===== config.mk =====
export PLATFORM = sky130hd
export DESIGN_NAME = sc_bernstein_engine
export DESIGN_NICKNAME = d
export VERILOG_FILES = /design/src/rtl/sc_pkg.sv /design/src/rtl/sc_lfsr.sv /design/src/rtl/sc_bernstein_engine.sv
export SDC_FILE = /design/constraint.sdc
export NUM_CORES = 1
export LEC_CHECK = 0
export CAP_MARGIN = 10
export CORE_MARGIN = 1
export CORE_UTILIZATION = 55
export CTS_BUF_LIST = sky130_fd_sc_hd__clkbuf_16
export CTS_CLUSTER_SIZE = 30
export DETAILED_ROUTE_END_ITERATION = 12
export PLACE_DENSITY = 0.84
export RECOVER_POWER = 100
export SYNTH_ARGS = -nofsm -noshare
export SYNTH_HDL_FRONTEND = slang
export SYNTH_SLANG_ARGS = --single-unit

===== constraint.sdc =====
create_clock -name clk -period 4.35 [get_ports clk]
set_input_delay 0.87 -clock clk [delete_from_list [all_inputs] [get_ports clk]]
set_output_delay 0.87 -clock clk [all_outputs]
set_load 0.005 [all_outputs]

===== src/rtl/sc_pkg.sv =====
// Shared definitions for the stochastic Bernstein engine: FSM encoding and
// the Fibonacci LFSR feedback taps for each supported width.
package sc_pkg;

    typedef enum logic [1:0] {
        ST_IDLE = 2'd0,
        ST_RUN  = 2'd1,
        ST_DONE = 2'd2
    } state_t;

    // Bit n-1 set for each tap x^n of a maximal-length polynomial.
    function automatic logic [15:0] lfsr_taps(input int w);
        case (w)
            4:       return 16'h000C;
            5:       return 16'h0014;
            6:       return 16'h0030;
            7:       return 16'h0060;
            8:       return 16'h00B8;
            9:       return 16'h0110;
            10:      return 16'h0240;
            11:      return 16'h0500;
            12:      return 16'h0829;
            13:      return 16'h100D;
            14:      return 16'h2015;
            15:      return 16'h6000;
            16:      return 16'hD008;
            default: return 16'h0000;
        endcase
    endfunction

endpackage


===== src/rtl/sc_lfsr.sv =====
// W-bit Fibonacci LFSR; a zero seed is replaced by all-ones so the
// register can never lock up in the all-zero state.
module sc_lfsr
    import sc_pkg::*;
#(
    parameter int W = 6
) (
    input  logic         clk,
    input  logic         reset,
    input  logic         enable,
    input  logic         load,
    input  logic [W-1:0] seed,
    output logic [W-1:0] state
);

    localparam logic [W-1:0] TAPS = W'(lfsr_taps(W));

    logic [W-1:0] r_state;
    logic         w_fb;

    assign w_fb  = ^(r_state & TAPS);
    assign state = r_state;

    always_ff @(posedge clk) begin
        if (reset) begin
            r_state <= '1;
        end else if (load) begin
            r_state <= (seed == '0) ? '1 : seed;
        end else if (enable) begin
            r_state <= {r_state[W-2:0], w_fb};
        end
    end

endmodule


===== src/rtl/sc_bernstein_engine.sv =====
// Stochastic-computing Bernstein polynomial evaluator: each accepted sample
// selects coefficient k = popcount(x_in) and emits (rnd < coef[k]).
module sc_bernstein_engine
    import sc_pkg::*;
#(
    parameter int N_IN     = 3,
    parameter int W        = 6,
    parameter int LEN_LOG2 = 8
) (
    input  logic                        clk,
    input  logic                        reset,
    input  logic                        start,
    input  logic                        seed_we,
    input  logic [W-1:0]                seed_data,
    input  logic                        coef_we,
    input  logic [$clog2(N_IN+1)-1:0]   coef_addr,
    input  logic [W:0]                  coef_data,
    input  logic                        x_valid,
    input  logic [N_IN-1:0]             x_in,
    output logic                        busy,
    output logic                        z_valid,
    output logic                        z,
    output logic                        done,
    output logic [LEN_LOG2:0]           ones_count,
    output state_t                      o_dbg_state
);

    localparam int CW = $clog2(N_IN+1);
    localparam logic [LEN_LOG2:0] MAX_ONES = {1'b1, {LEN_LOG2{1'b0}}};

    state_t              r_state;
    state_t              w_next;
    logic [W:0]          r_coef [N_IN+1];
    logic [LEN_LOG2-1:0] r_cnt;
    logic [LEN_LOG2:0]   r_ones;
    logic                r_z;
    logic                r_z_valid;
    logic                w_idle;
    logic                w_accept;
    logic                w_last;
    logic                w_bit;
    logic [CW-1:0]       w_k;
    logic [W-1:0]        w_rnd;

    // Valid/ready: the engine is ready only in RUN; a sample transfers on
    // any RUN cycle with x_valid=1, and z_valid marks its result one cycle later.

    sc_lfsr #(.W(W)) u_lfsr (
        .clk    (clk),
        .reset  (reset),
        .enable (w_accept),
        .load   (seed_we && w_idle),
        .seed   (seed_data),
        .state  (w_rnd)
    );

    always_comb begin
        w_k = '0;
        for (int i = 0; i < N_IN; i++) begin
            w_k = w_k + CW'(x_in[i]);
        end
    end

    // Zero-extended compare: coef >= 2^W always wins, coef = 0 never does.
    assign w_bit  = ({1'b0, w_rnd} < r_coef[w_k]);
    assign w_last = (r_cnt == '1);

    always_ff @(posedge clk) begin
        if (reset) begin
            r_state <= ST_IDLE;
        end else begin
            r_state <= w_next;
        end
    end

    always_comb begin
        w_next = r_state;
        case (r_state)
            ST_IDLE: if (start) w_next = ST_RUN;
            ST_RUN:  if (w_accept && w_last) w_next = ST_DONE;
            ST_DONE: w_next = ST_IDLE;
            default: w_next = ST_IDLE;
        endcase
    end

    always_comb begin
        busy     = (r_state == ST_RUN);
        done     = (r_state == ST_DONE);
        w_idle   = (r_state == ST_IDLE);
        w_accept = (r_state == ST_RUN) && x_valid;
    end

    always_ff @(posedge clk) begin
        if (reset) begin
            for (int i = 0; i <= N_IN; i++) begin
                r_coef[i] <= '0;
            end
        end else if (coef_we && w_idle && (int'(coef_addr) <= N_IN)) begin
            r_coef[coef_addr] <= coef_data;
        end
    end

    always_ff @(posedge clk) begin
        if (reset) begin
            r_cnt     <= '0;
            r_ones    <= '0;
            r_z       <= 1'b0;
            r_z_valid <= 1'b0;
        end else begin
            r_z_valid <= w_accept;
            r_z       <= w_accept && w_bit;
            if (w_idle && start) begin
                r_cnt  <= '0;
                r_ones <= '0;
            end else if (w_accept) begin
                r_cnt <= r_cnt + 1'b1;
                if (w_bit && (r_ones != MAX_ONES)) begin
                    r_ones <= r_ones + 1'b1;
                end
            end
        end
    end

    assign z           = r_z;
    assign z_valid     = r_z_valid;
    assign ones_count  = r_ones;
    assign o_dbg_state = r_state;

endmodule


### Word level (Yosys, flattened, before mapping)

Memory sizes are Yosys's and may differ from the RTL's.
Cells that the tools add are included.

* add/sub/neg operators: 4
* $lt $le $gt $ge: 1
* equality and inequality tests: 6
* muxes and demuxes: 14
* reduce and logical (&&, ||, !) cells: 15

Operator list (number)
* $mux W6: 3
* $add A9 B1 Y9 const B: 1
* $ne A9 B9 Y1 const B: 1
* $add A8 B1 Y8 const B: 1
* $eq A8 B8 Y1 const B: 1
* $logic_and A1 B1 Y1: 7
* $lt A6 B7 Y1: 1
* $mux W7: 1
* $reduce_or A7 Y1: 1
* $logic_not A6 Y1: 1
* $mux W1: 6
* $mux W2: 3
* $reduce_xor A6 Y1: 1
* $pmux W2 S2: 1
* $reduce_and A2 Y1: 2
* $add A1 B1 Y2: 1
* $add A2 B1 Y2: 1
* $eq A2 B1 Y1 const B: 1
* $eq A2 B2 Y1 const B: 1
* $logic_not A2 Y1: 1
* $ne A2 B1 Y1 const B: 1
* $ne A2 B2 Y1 const B: 1
* $reduce_bool A2 Y1: 1
* $reduce_or A2 Y1: 1

* register bits: 27
* RAM bits: 28
* input port bits: 24
* output and inout port bits: 15
* logic and storage cells: 47
* memories: 1

Memories
* r_coef: depth 4, width 7, read ports 1, clocked after memory_dff 0, wr ports 4, RTL line sc_bernstein_engine.sv:33 `logic [W:0] r_coef [N_IN+1];`

### Logic depth before layout (Yosys ltp)

Gate-level depths: netlist of the first run.

* word-level depth: 7
* depth in mapped cells: 10
* mapped depth without buffers: 9

### By module

A second synthesis of the first run with hierarchy kept.

* cells, all modules: 253
* area total of the unflattened synthesis: 2796.4 um^2

Modules (own cells, without submodules)
* sc_bernstein_engine: instances 1, cells each 210, area an instance 2439.8 um^2, seq. area each 1261.2 um^2
* sc_lfsr: instances 1, cells each 43, area an instance 356.6 um^2, seq. area each 120.1 um^2

### Worst setup path after synthesis of the first run

No wires, ideal clock.

* path type: input -> register
* start point: input x_in[0]
* end point: register r_ones[1], in the netlist ones_count[1]
* library setup time: 0.072 ns
* data arrival time: 3.506 ns
* required time: 4.278 ns
* slack: 0.772 ns
* cell stages on the path: 10
* path buffers: 1
* cell sequence: fa_1 > buf_4 > mux4_1 > inv_1 > ha_1 > and3_4 > a221oi_4 > o21ai_2 > a211oi_1 > mux2i_1

* cells in the longest elaborated chain, start to end: 6

Ends and longest elaborated chain
* from (decl): RTL line sc_bernstein_engine.sv:19 `input logic [N_IN-1:0] x_in,`
* $add A1 B1 Y2: RTL line sc_bernstein_engine.sv:60 `w_k = w_k + CW'(x_in[i]);`
* $add A2 B1 Y2: RTL line sc_bernstein_engine.sv:60
* $mem_v2 Z4 W7
* $lt A6 B7 Y1: RTL line sc_bernstein_engine.sv:65 `assign w_bit = ({1'b0, w_rnd} < r_coef[w_k]);`
* $logic_and A1 B1 Y1: RTL line sc_bernstein_engine.sv:117 `if (w_bit && (r_ones != MAX_ONES)) begin`
* $reduce_and A2 Y1 (no source line)
* to (signal assigned): RTL line sc_bernstein_engine.sv:118 `r_ones <= r_ones + 1'b1;`
* to (decl): RTL line sc_bernstein_engine.sv:35 `logic [LEN_LOG2:0] r_ones;`

No other way between the ends.
A chain may end at the register's enable or synchronous reset.

### Worst setup path in the final report of the first run

* start point: input x_in[0]
* end point: register r_ones[5], in the netlist ones_count[5]

The elaborated chain is that of the path after synthesis.

==> results of run 1 <==
-- sequential cells by signal (all words and copies together), names as in the netlist --
register / cells
ones_count: 9
z: 1
r_coef: 28
r_cnt: 8
o_dbg_state: 2
u_lfsr.state: 6
z_valid: 1
-- cells by family (layout without fill, tap and decap cells) --
kind of cell,count (synthesis),after routing,synth area share [%]
and+or+nand+nor,107,107,22.1
DFF,55,55,48.5
adders and majority gates,9,9,4.22
AOI/OAI and AO/OA,47,47,12.3
buffers and inverters,19,60,3.03
muxes,16,16,8.00
xor gates and xnor gates,6,6,1.85
-- final timing paths --
path	start	end	slack (ps)	depth (start not counted)
worst min register to register	ones_count[8]	ones_count[8]	480	2
worst max-delay path	x_in[0]	ones_count[5]	330	11
worst max register to register	o_dbg_state[1]	r_coef[1][0]	1530	5
worst min-delay path	ones_count[8]	ones_count[8]	480	2
-- final cells by class --
type                    count  share of cell area, %
clock buffers               5                   3.70
clock inverters             3                  0.665
inverters                  11                   1.22
multi-input cells         185                   39.4
flip-flops and latches     55                   40.8
well taps                  67                   2.48
repair buffers             41                   11.7
-- placed cells by master (no fill, tap or decap), drive strengths merged, types with 3 or more instances in the layout --
master and instances:
o211ai 3, ha 8, o21ai 12, xor2 5
nor3 7, and2 29, and3 4, clkbuf 7
mux2i 10, nand4 5, or2 4, dfxtp 27
a21o 3, nand2 27, inv 13, o2111ai 3
a221oi 6, dlygate4sd3 17, a21oi 10, mux4 5
nor2 14, clkdlybuf4s50 21, nand2b 3, edfxtp 28
-- power by group --
group | switching [uW] | internal, uW
logic | 92.8 | 80.1
registers | 12.7 | 567
clock network | 183 | 217
-- tightest hold or removal path, cell delays in order, from the launching register on --
cell	delay (ps)
dfxtp_1	330
nand2_1	60
mux2i_1	50
-- per-layer routing --
metal / vias up / GRT usage (%)
li1: 1038 / -
met2: 62 / 42.6
met4: 0 / 10.9
met1: 1007 / 30.1
met3: 10 / 4.61
met5: - / 0
-- synth_stat cells, drive strengths merged, types with 4 or more instances --
cell type	count	area [sq um]
a21oi	10	50.1
a221oi	6	70.1
and2	29	181
and3	4	30.0
buf	5	33.8
dfxtp	27	541
edfxtp	28	841
ha	8	100
inv	11	41.3
mux2i	10	100
mux4	5	116
nand2	27	101
nand4	5	31.3
nor2	14	52.6
nor3	7	73.8
o21ai	12	67.6
or2	4	25.0
xor2	5	43.8
-- per-stage QoR --
stage	std cells	hold WS, ps	setup slack, ps	power [uW]	utilization, %
after global placement	359	464	213	764	67.8
after global routing	367	516	121	1200	69.8
after floorplan	259	454	772	705	-
final	367	484	331	1150	69.8
after detailed placement	359	479	76.8	771	67.8
after CTS	367	489	371	1170	70.9
==> impl_metrics.json, run 1 <==
{
  "period_minus_slack_ps": 4020,
  "cp_max_fo": 6,
  "finalInstanceArea_sq_um": 3380,
  "vdd_drop_max_v": 0.000191,
  "io_pins": 39,
  "cap_violations": 0,
  "required_ps": 4560,
  "dp_hpwl_um": 4380,
  "syn_to_final_growth_pct": 18.8,
  "diodes": 0,
  "slew_headroom_pct": 41.2,
  "synth_flop_cell": "edfxtp_1",
  "ant_nets": 0,
  "cp-end-kind": "register",
  "multi_input_area_sq_um": 1340,
  "ys_ff_latch": 55,
  "die_h_um": 74.0,
  "crit_chain": "clkdlybuf4s50_1 -> fa_1 -> mux4_2 -> inv_1 -> ha_1 -> and3_1 -> a221oi_4 -> clkbuf_1 -> o21a_1 -> o211ai_1 -> a21oi_1",
  "first_global_vias": 2148,
  "post-route-period-util_pct": 92.4,
  "min_path_type": "register to register",
  "wire_per_inst_um": 16.2,
  "initial_core_util_pct": 58.7,
  "finClkSkew_ps": 5.99,
  "clock.fmax_mhz": 249,
  "core_sq_um": 4850,
  "critPathArrivalTime_ps": 4230,
  "cp-start-kind": "input pin",
  "synth_edf_count": 28,
  "yosys_warnings": 0,
  "cts_hold_buf": 0,
  "dr.pass1.iters": 4,
  "dieArea_sq_um": 5470,
  "netlist_area_sq_um": 2850,
  "netlist_instances": 259,
  "drt-initial-drc-count": 135,
  "clk_pin_slew_ps": 70,
  "drt-total-wl_um": 5960,
  "grt_pass1_wl_um": 10000,
  "cts_made_buffers": 5,
  "h-tree-depth": 2,
  "async_flop_share_pct": 0,
  "antenna_found_initial": 0,
  "synth_cell_types": 53,
  "timing.setup.tns_ps": 0,
  "placed_cell_area_sq_um": 3290,
  "path_buf_inv": 3,
  "cts_tree": "built",
  "worstMarginPinSlew_ps": 882,
  "seq_area_frac_synth_pct": 48.5,
  "path_class": "input pin to register",
  "num_rows": 25,
  "grt_max_degree": 19,
  "overflow": 0,
  "wl_met2_um": 3020,
  "drc_errors": 0,
  "status": "complete, no violations",
  "grt_usage_pct": 24.6,
  "ff_latch_area_sq_um": 1380,
  "die_w_um": 74.0,
  "p_leak_uw": 0.00126,
  "io_buffers": 38,
  "nets": 332,
  "drt-vias-per-instance": 5.77,
  "cts.sinks": 55,
  "setup_violations": 0,
  "power_density_nw_per_um2": 340,
  "fillers": 356,
  "syn_nets": 292,
  "hold_viol": 0,
  "avgSynthCellArea_sq_um": 11.0,
  "cts_resized": 0,
  "rsz0062_at_grt": "no",
  "wl_met3_um": 257,
  "post_cts.repair.setup_buffers": 0,
  "drive_above_1_share_pct": 7.33,
  "top_layer": "met4",
  "crit_path_top_delay_cell": "fa_1",
  "clock_latency_ps": 290,
  "cts_buffer_depth": 2,
  "slowest_delay_ps": 770,
  "cts_root_buf": "clkbuf_16",
  "cp_top_family": "adder cells",
  "num_vias": 2117,
  "drv_slew": 0,
  "met1_length_um": 2580,
  "gp_routability_congestion": 0.868
}
(Power assumes the default switching activity.)
==> inputs of run 2 (changes only) <==
SLEW_MARGIN = 20   (was default)
==> results of run 2 <==
The final DEF is identical to that of run 1; final timing and power are the same.
==> variant 1 (flow settings as in run 1) <==
`LEN_LOG2`: 8 -> 9.
--- a/src/rtl/sc_bernstein_engine.sv
+++ b/src/rtl/sc_bernstein_engine.sv
@@ -6,5 +6,5 @@
     parameter int N_IN     = 3,
     parameter int W        = 6,
-    parameter int LEN_LOG2 = 8
+    parameter int LEN_LOG2 = 9
 ) (
     input  logic                        clk,
Ports: changed (resized ones_count); port bits go from 39 to 40. The function was not compared with the original's and may differ.
==> variant 1 against run 1 <==
  * Sequential power grew 3.6%
  * Routed wire length shrank 0.30%
  * Final area grew 3.4%
  * Largest power group is now clock
  * Sequential cell count grew 2
  * Clock power grew 50%
  * Area after synthesis shrank 0.31%
  * Non-clock buffer count is the same
  * Worst setup slack gained 140 ps
  * Total power grew 17%
  * Maximum frequency grew 3.5%
==> variant 1: results (changes against run 1) <==
** Placed design
- Port-buffer cells :: 39 (was 38)
- The placer congestion estimate came to 0.7977 (was 0.8680).
- Instance area at placement :: 3251 um2 (was 3289 um2)
- Number of placed instances with taps included :: 360 (was 359)

** Power and ir drop
- Total sequential power :: 600 uW (was 579 uW)
- The maximum VDD drop came to 0.3143 mV (was 0.1914 mV).
- The part of the power in registers was 0.445 (was 0.503).
- The standby leakage power came to 1.316 nW (was 1.263 nW).
- Internal portion of total power :: 1.029 mW (was 863.5 uW)

** GRT
- Vias in the first global route :: 2157 (was 2148)
- The global-route total usage across every layer is 0.2521 (was 0.2465).
- Global-route track usage on met3 :: 0.04938 (was 0.04607)
- Met1 track demand over resource in global routing :: 0.2781 (was 0.3007)

** Synth
- Synthesized net count :: 296 (was 292)
- The post-synthesis cell type count was 50 (was 53).
- Synth Area in Adders :: 0.04672 (was 0.04218)
- Prevailing post-synth register cell :: sky130_fd_sc_hd__dfxtp_1 (was sky130_fd_sc_hd__edfxtp_1)
- The gate count of the mapped netlist is 262 (was 259).
- Mux cell area share after synthesis :: 0.06699 (was 0.07996)
- Most area-consuming cells after synthesis :: sky130_fd_sc_hd__edfxtp_1 30%, sky130_fd_sc_hd__dfxtp_1 20%, sky130_fd_sc_hd__and2_1 6.4%, sky130_fd_sc_hd__mux4_1 4.6%, sky130_fd_sc_hd__ha_1 4.0% (was sky130_fd_sc_hd__edfxtp_1 30%, sky130_fd_sc_hd__dfxtp_1 19%, sky130_fd_sc_hd__and2_1 6.4%, sky130_fd_sc_hd__nand2_1 3.6%, sky130_fd_sc_hd__ha_1 3.5%)
- The fraction of the mapped netlist area in compound gates came to 0.1111 (was 0.1230).

** Clock network
- Clock buffers created by TritonCTS :: 9 (was 5)
- TritonCTS Sinks :: 57 (was 55)
- The insertion delay of the later-clocked pin in the worst-skew pair is 320 ps (was 290 ps).

** Final layout
- Register fraction of the total cell area :: 0.4061 (was 0.4081)
- Count of inverters other than clock inverters in the layout :: 10 (was 11)
- Ratio of cells with drive above 1 in the final layout :: 0.07120 (was 0.07333)
- Net count of the finished layout :: 338 (was 332)
- Clock buffers and inverters, area share :: 0.07294 (was 0.04362)

** Critical path
- The endpoint arrival time on the critical path is 4130 ps (was 4230 ps).
- Endpoint of the most critical setup path :: ones_count[9] (was ones_count[5])
- The worst flop-to-flop path endpoint is r_coef[0][2] (was r_coef[1][0]).

** Detailed routing
- Sum of routed wire length over all layers :: 5942 um (was 5960 um)

** STA
- Clock skew after layout :: 6.915 ps (was 5.987 ps)

** Run status
- Outcome :: finished clean (unchanged)
-- variant 1: cell count changes after synthesis, moves of 4 or more --
cell | before | now
sky130_fd_sc_hd__a21oi_1 | 10 | 15
sky130_fd_sc_hd__mux2i_1 | 10 | 1
sky130_fd_sc_hd__o31ai_1 | 0 | 8
sky130_fd_sc_hd__or4_1 | 1 | 8
sky130_fd_sc_hd__mux4_1 | 1 | 5
sky130_fd_sc_hd__nand2_1 | 27 | 21
sky130_fd_sc_hd__nor3_1 | 3 | 7
-- variant 1: per-layer routing --
| layer | up-vias | wire length [um] |
|---|---|---|
| li1 | 1060 | - |
| met1 | 1042 | 2498 |
| met2 | 53 | 3131 |
| met3 | 9 | 199 |
| met4 | 0 | 112 |
| met5 | - | 0 |
==> variant 2 (config.mk and constraints of run 1) <==
Made on the original files. Register the output `ones_count` once more, with the module's reset; this adds one clock of latency there. The other outputs are not delayed to match.
--- a/src/rtl/sc_bernstein_engine.sv
+++ b/src/rtl/sc_bernstein_engine.sv
@@ -124,5 +124,11 @@
     assign z           = r_z;
     assign z_valid     = r_z_valid;
-    assign ones_count  = r_ones;
+    always_ff @(posedge clk) begin
+        if (reset) begin
+            ones_count <= '0;
+        end else begin
+            ones_count <= r_ones;
+        end
+    end
     assign o_dbg_state = r_state;
 
Behaviour: not the same (a bounded check fails within 4 cycles, from zero or initial values and one cycle with reset high).
==> variant 2 against run 1 <==
  * Final area is 6.8% higher
  * Via count down 0.66%
  * Routed wire length decreased by 1.2%
  * Cell count is 1.9% higher
  * Sequential cell count rose by 9
  * Total power is 31% higher
  * Maximum frequency rose by 0.11%
  * Worst setup slack better by 4.6 ps
  * Area after synthesis up 1.3%
  * Critical path depth did not move
  * Largest cell class unchanged
==> variant 2: results (changes against run 1) <==
** Synth
- Most area-consuming cells after synthesis: sky130_fd_sc_hd__edfxtp_1 29%, sky130_fd_sc_hd__dfxtp_1 25%, sky130_fd_sc_hd__and2_1 6.1%, sky130_fd_sc_hd__mux4_2 5.5%, sky130_fd_sc_hd__ha_1 3.5% (was sky130_fd_sc_hd__edfxtp_1 30%, sky130_fd_sc_hd__dfxtp_1 19%, sky130_fd_sc_hd__and2_1 6.4%, sky130_fd_sc_hd__nand2_1 3.6%, sky130_fd_sc_hd__ha_1 3.5%).
- Area share of xor/xnor cells in the synthesized design :: 0.01821 (was 0.01845)
- Most numerous cell types in the synthesized netlist: 36 x sky130_fd_sc_hd__dfxtp_1, 28 x sky130_fd_sc_hd__and2_1, 28 x sky130_fd_sc_hd__edfxtp_1 (was 29 x sky130_fd_sc_hd__and2_1, 28 x sky130_fd_sc_hd__edfxtp_1, 27 x sky130_fd_sc_hd__dfxtp_1, 27 x sky130_fd_sc_hd__nand2_1, 14 x sky130_fd_sc_hd__nor2_1).
- Mux cell area share after synthesis :: 0.06158 (was 0.07996)
- The adder-cell share of the synthesized area came to 0.04163 (was 0.04218).
- The post-synthesis cell type count came to 36 (was 53).

** Final layout
- Layout fillers :: 348 (was 356)
- Post-Layout Cell Count :: 374 (was 367)
- The post-route standard cell area excluding fillers came to 3615 um2 (was 3385 um2).

** Detailed routing
- Detailed-route via count :: 2103 (was 2117)
- The initial detailed-routing violation count is 86 (was 135).
- Wire length on met2 :: 2891 um (was 3022 um)
- The detailed-routing wirelength on met1 is 2504 um (was 2577 um).
- The wire length per cell after detailed routing came to 15.75 um (was 16.24 um).

** STA
- The worst hold margin was 501.2 ps (was 483.6 ps).
- Worst Tran Pin Value :: 1152 ps (was 881.6 ps)
- Worst setup margin :: 335.7 ps (was 331.1 ps)
- The setup clock skew after layout came to 5.568 ps (was 5.987 ps).

** GRT
- The via count of the first global-routing pass is 2012 (was 2148).
- Met1 track demand over resource in global routing :: 0.3088 (was 0.3007)
- Maximum number of pins on one net before global-route repair :: 27 (was 19)
- The first-pass GRT wire length was 9722 um (was 10010 um).

** Power and ir drop
- The part of the power in registers is 0.440 (was 0.503).
- The internal power was 1.191 mW (was 863.5 uW).
- Clock network power :: 704 uW (was 400 uW)
- The standby leakage power was 1.373 nW (was 1.263 nW).

** Min path
- The beginning of the worst hold path is r_ones[8] (was ones_count[8]).
- Terminating pin of the worst hold path :: ones_count[8] (unchanged)

** Clock network
- Worst-Skew Late Latency :: 320 ps (was 290 ps)
- The number of buffers created by CTS came to 9 (was 5).
- The depth of the CTS H-tree is 3 (was 2).
- The clock-pin slew on the worst setup and hold paths came to 50 ps (was 70 ps).

** Run status
- Outcome: finished clean (unchanged).

** Critical path
- CP Data Arrival Time :: 4250 ps (was 4230 ps)
- The largest fanout on the critical path was 11 (was 6).
- The number of cells on the worst reg-to-reg path came to 8 (was 5).
- Launching point of the worst reg2reg path :: r_coef[3][4] (was o_dbg_state[1])

** Placed design
- Number of placed instances with taps included :: 358 (was 359)
- The worst slack after detailed placement was 23.39 ps (was 76.83 ps).
==> variant 2: cell types whose count changed in the layout (fill, tap and decap cells not counted), sizes merged, moves of 4 or more <==
cell           run 1  this run
dfxtp             27        36
or4                1         5
nor2              14        18
nor2b              2        10
o31ai              0         4
or3                2         6
clkbuf             7        11
nand2             27        12
nand3              2         6
mux2i             10         2
==> variant 2: logic make-up after synthesis <==
kind of cell / Yosys count
multiplexers: 9
XOR/XNOR: 6
AND/OR/NAND/NOR: 106
buffers and inverters: 21
adder cells (fa/ha/maj): 9
AO/OA/AOI/OAI: 43
flip-flops: 64
==> variant 2: cell type report <==
class                      count  area, um2  area share
inverter                      12      45.04     0.01246
tap                           67      83.83     0.02319
timing repair buffer          42      406.6      0.1125
clock inverter                 6      50.05     0.01385
sequential                    64       1562      0.4320
multi-input combinational    173       1217      0.3368
clock buffer                  10      250.2     0.06923
